==> src/rtl/ens0_input_packer.sv <==
// Double-buffered packer: assembles narrow pixel beats into full layer0 input vectors,
// dropping short frames and truncating long ones, with valid/ready on both sides.
module ens0_input_packer #(
  parameter int PIX_W    = 1,
  parameter int BEAT_PIX = 16,
  parameter int N_PIX    = 784
) (
  input  logic                        clk,
  input  logic                        rst_n,
  input  logic                        s_valid,
  output logic                        s_ready,
  input  logic [BEAT_PIX*PIX_W-1:0]   s_data,
  input  logic                        s_last,
  output logic                        m_valid,
  input  logic                        m_ready,
  output logic [N_PIX*PIX_W-1:0]      m_data,
  output logic                        err_short,
  output logic                        err_long,
  output logic                        state_dbg
);
  // Handshake: a beat moves on a clock edge where valid and ready are both high;
  // ready never looks at the opposite side's ready in the same cycle.

  localparam int BEATS  = N_PIX / BEAT_PIX;
  localparam int BEAT_W = BEAT_PIX * PIX_W;
  localparam int VEC_W  = N_PIX * PIX_W;
  localparam int CNT_W  = (BEATS > 1) ? $clog2(BEATS) : 1;
  localparam logic [CNT_W-1:0] LAST_BEAT = CNT_W'(BEATS - 1);

  generate
    if ((N_PIX % BEAT_PIX) != 0) begin : g_bad_cfg
      $error("ens0_input_packer: N_PIX must be a multiple of BEAT_PIX");
    end
  endgenerate

  typedef enum logic {FILL = 1'b0, DRAIN = 1'b1} state_e;

  state_e           state_q, state_d;
  logic [CNT_W-1:0] beat_cnt_q, beat_cnt_d;
  logic             wr_sel_q, wr_sel_d;
  logic             rd_sel_q, rd_sel_d;
  logic [1:0]       occ_q, occ_d;
  logic             err_short_q, err_short_d;
  logic             err_long_q, err_long_d;
  logic [VEC_W-1:0] buf0_q, buf1_q;
  logic             in_xfer, out_xfer, commit, wr_en;

  assign s_ready   = (state_q == DRAIN) || (occ_q != 2'd2);
  assign m_valid   = (occ_q != 2'd0);
  assign m_data    = rd_sel_q ? buf1_q : buf0_q;
  assign err_short = err_short_q;
  assign err_long  = err_long_q;
  assign state_dbg = state_q;
  assign in_xfer   = s_valid && s_ready;
  assign out_xfer  = m_valid && m_ready;

  always_comb begin
    state_d     = state_q;
    beat_cnt_d  = beat_cnt_q;
    wr_sel_d    = wr_sel_q;
    err_short_d = 1'b0;
    err_long_d  = 1'b0;
    commit      = 1'b0;
    wr_en       = 1'b0;
    if (state_q == FILL) begin
      if (in_xfer) begin
        wr_en = 1'b1;
        if (beat_cnt_q == LAST_BEAT) begin
          // The vector is complete either way; a missing s_last means the rest is junk.
          commit     = 1'b1;
          wr_sel_d   = ~wr_sel_q;
          beat_cnt_d = '0;
          if (!s_last) begin
            err_long_d = 1'b1;
            state_d    = DRAIN;
          end
        end else if (s_last) begin
          err_short_d = 1'b1;
          beat_cnt_d  = '0;
        end else begin
          beat_cnt_d = beat_cnt_q + 1'b1;
        end
      end
    end else begin
      if (in_xfer && s_last) begin
        state_d    = FILL;
        beat_cnt_d = '0;
      end
    end
  end

  always_comb begin
    occ_d    = occ_q;
    rd_sel_d = rd_sel_q ^ out_xfer;
    case ({commit, out_xfer})
      2'b10:   occ_d = occ_q + 2'd1;
      2'b01:   occ_d = occ_q - 2'd1;
      default: occ_d = occ_q;
    endcase
  end

  always_ff @(posedge clk or negedge rst_n) begin
    if (!rst_n) begin
      state_q     <= FILL;
      beat_cnt_q  <= '0;
      wr_sel_q    <= 1'b0;
      rd_sel_q    <= 1'b0;
      occ_q       <= 2'd0;
      err_short_q <= 1'b0;
      err_long_q  <= 1'b0;
    end else begin
      state_q     <= state_d;
      beat_cnt_q  <= beat_cnt_d;
      wr_sel_q    <= wr_sel_d;
      rd_sel_q    <= rd_sel_d;
      occ_q       <= occ_d;
      err_short_q <= err_short_d;
      err_long_q  <= err_long_d;
    end
  end

  // Only the uncommitted buffer is ever written, so the read side stays stable.
  always_ff @(posedge clk or negedge rst_n) begin
    if (!rst_n) begin
      buf0_q <= '0;
      buf1_q <= '0;
    end else if (wr_en) begin
      for (int k = 0; k < BEATS; k++) begin
        if (beat_cnt_q == CNT_W'(k)) begin
          if (wr_sel_q) buf1_q[k*BEAT_W +: BEAT_W] <= s_data;
          else          buf0_q[k*BEAT_W +: BEAT_W] <= s_data;
        end
      end
    end
  end

endmodule

==> config.mk <==
export PLATFORM = sky130hd
export DESIGN_NAME = ens0_input_packer
export DESIGN_NICKNAME = d
export VERILOG_FILES = /design/src/rtl/ens0_input_packer.sv
export SDC_FILE = /design/constraint.sdc
export NUM_CORES = 2
export LEC_CHECK = 0
export ABC_AREA = 1
export CAP_MARGIN = 10
export CORE_MARGIN = 2
export CORE_UTILIZATION = 25
export DETAILED_ROUTE_END_ITERATION = 8
export HOLD_SLACK_MARGIN = 0.05
export PLACE_DENSITY = 0.53
export SLEW_MARGIN = 20
export SYNTH_ARGS = -nofsm -noshare
export SYNTH_HDL_FRONTEND = slang
export SYNTH_SLANG_ARGS = --single-unit
==> constraint.sdc <==
create_clock -name clk -period 2.07 [get_ports clk]
set_input_delay 0.207 -clock clk [delete_from_list [all_inputs] [get_ports clk]]
set_output_delay 0.207 -clock clk [all_outputs]
set_load 0.02 [all_outputs]
==> results.ini <==
[cells_and_area]
layout_common_cells=nand2_1, dfrtp_1, o21ai_0, o21ai_1, clkdlybuf4s50_1
nFillCells=27400
nNetsFinal=8742
final_common_cell=nand2_1
stdcell_count=12400
finalInstanceArea_um2=88800
drive_above_1_share_pct=12.6
syn_to_final_growth_pct=32.7

[timing]
hold_viol=0
drv_slew=0
rsz0062_at_grt=true
whs_ps=202
period_share_pct=149
slew_headroom_pct=55.3
fin_skew_ps=42.5
setup_slack_ps=-1000
worst_pin_slew_ps=671
final-setup-viol-count=901
fin_crit_ps=3070
max_freq_mhz=325

[cts]
cts.path.max_buffers=3
cts_tree=done
cts_made_buffers=177
clk_pin_slew_worst_paths_ps=60
h-tree-depth=4
clkLatencyLatePin_ps=830
cts-root-buf=clkbuf_16
cts_sinks=1581

[floorplan]
std_cell_rows=189
pin_count=810
die_height_um=521
start_util_pct=25.2
coreArea_um2=266000
die_area_um2=272000
die-width_um=521

[synthesis]
synthArstFlopShare_pct=100
synthFlopType=dfrtp_1
yosys_warnings=0
synth_area_leaders=dfrtp_1, nand2_1, o21ai_0, o21ai_1, clkbuf_1
syn_area_per_cell_um2=8.38
syn_nets=8009
ys_ff_latch=1581
synth_edf_count=0
syn_area_um2=66900
yosysSeqAreaShare_pct=59.1
synth.top_cell.area_share_pct=59.1
synthCells=7983
ys_types=26
yosysTopAreaCell=dfrtp_1

[placed_design]
gp_congestion=0.854
place_area_um2=82500
post-place-ws_ps=-293
placed_cells=12000
dp_hpwl_um=176000
port_buffers=809

[outcome]
status=finished with violations
violations=setup timing

[detailed_routing]
ant_nets=0
num_vias=56600
post_drt_wl_per_cell_um=21.3
via_per_inst=4.57
drc=0
drt_pass1_iterations=6
wirelength_um=264000
drtIter0Drc=4730

[global_route]
antenna_found_initial=11
grt_pass1_wl_um=384000
grt_start_max_net_pins=118
gr-usage-all-layers_pct=19.0
globalRoute.totalOverflow=0
grt_pass1_vias=54500

[pwr]
vdd_ir_drop_max_mv=0.839
p_total_mw=90.8
power_leakage_nw=43.1
powerDensity_nw_per_um2=1020

[critical_path]
critPathLaunchType=register
cp.required_ps=1860
critical_path.endpoint_type=output port
path_class=reg -> out
arrival_ps=2870
cp_max_fo=41

[worst_hold_path]
worstHoldPathType=in -> async

[flow_run]
drv_cap=0

==> worst paths after layout <==
check,startpoint,endpoint,slack [ps],cells after the start
max reg2reg,beat_cnt_q[5],buf1_q[309],-90,7
min in group clk,s_valid,state_dbg,210,5
max,rd_sel_q,m_data[691],-1000,6
min,rst_n,buf1_q[706],200,3
max in group asynchronous,rst_n,buf1_q[540],1100,3
min reg2reg,buf1_q[25],buf1_q[25],480,2
==> layer usage <==
metal	up-vias	share of wire (%)	track usage, %
li1	26700	-	-
met2	1931	46	30.1
met1	27600	44	25.6
met4	0	3.8	7.12
met3	362	6.5	3.69
met5	-	0	0
==> power by group <==
| group | total (mW) | switching, mW | leakage, nW | internal [mW] |
|---|---|---|---|---|
| clock network | 31.9 | 13.4 | 2.87 | 18.5 |
| registers | 34.9 | 1.50 | 21.9 | 33.4 |
| logic | 24.0 | 15.1 | 18.3 | 8.88 |
==> kinds of logic after synthesis <==
logic type                 after synthesis  share of synthesized area, %
and+or+nand+nor                       4137                          23.7
DFF                                   1581                          59.1
AOI/OAI and AO/OA                     1576                          12.1
buffers and inverters                  681                          4.95
adders and majority gates                5                        0.0935
xor gates and xnor gates                 3                        0.0393
==> synth_stat cells, types with 5 or more instances <==
library cell	number
buf_1	16
nor2_1	36
nand2_1	4030
o21ai_1	468
o21ai_0	1053
o21ai_2	52
buf_4	9
dfrtp_1	1581
buf_2	43
buf_6	83
clkbuf_1	488
nand3_1	9
ha_1	5
nor2_2	22
nand2_4	30
nand2_2	5
inv_1	36
==> cell type report <==
cell class	instances	area [um^2]	area share, %
multi-input cells	5721	24100	27.2
repair buffers	1196	14600	16.5
well taps	3533	4420	4.98
flip-flops and latches	1581	39600	44.6
diodes	9	22.5	0.0254
clock buffers	264	5200	5.86
inverters	39	203	0.228
clock inverters	54	631	0.710
==> worst max-delay path: stages (launching register included) <==
cell and delay, ps:
dfrtp_4 530, buf_12 140, buf_16 190, buf_12 250
nand2_1 70, nand2_1 150, clkdlybuf4s50_1 650
==> flip-flops by register name, summed over array words and instances, names as in the netlist <==
signal	flops
wr_sel_q	1
rd_sel_q	1
err_short	1
state_dbg	1
beat_cnt_q	6
occ_q	2
err_long	1
buf0_q	784
buf1_q	784
==> per-stage QoR <==
step                util [%]  TNS [ps]
finish                  33.4   -603840
global route            33.4   -774930
CTS                     33.3   -755940
detailed placement      31.0    -77520
global placement        31.0    -70060
floorplan                  -         0
==> timing repair <==
item / 4_1_cts / 5_1_grt
pin swaps: 3 / 0
setup endpoints to repair: 1047 / 1508
endpoints found under the hold margin: 1581 / 0
cloned: 4 / 5
gates resized for setup: 358 / 243
setup buffers: 2 / 8
hold buffers: 5 / 0
Power figures use the tool's default switching activity.
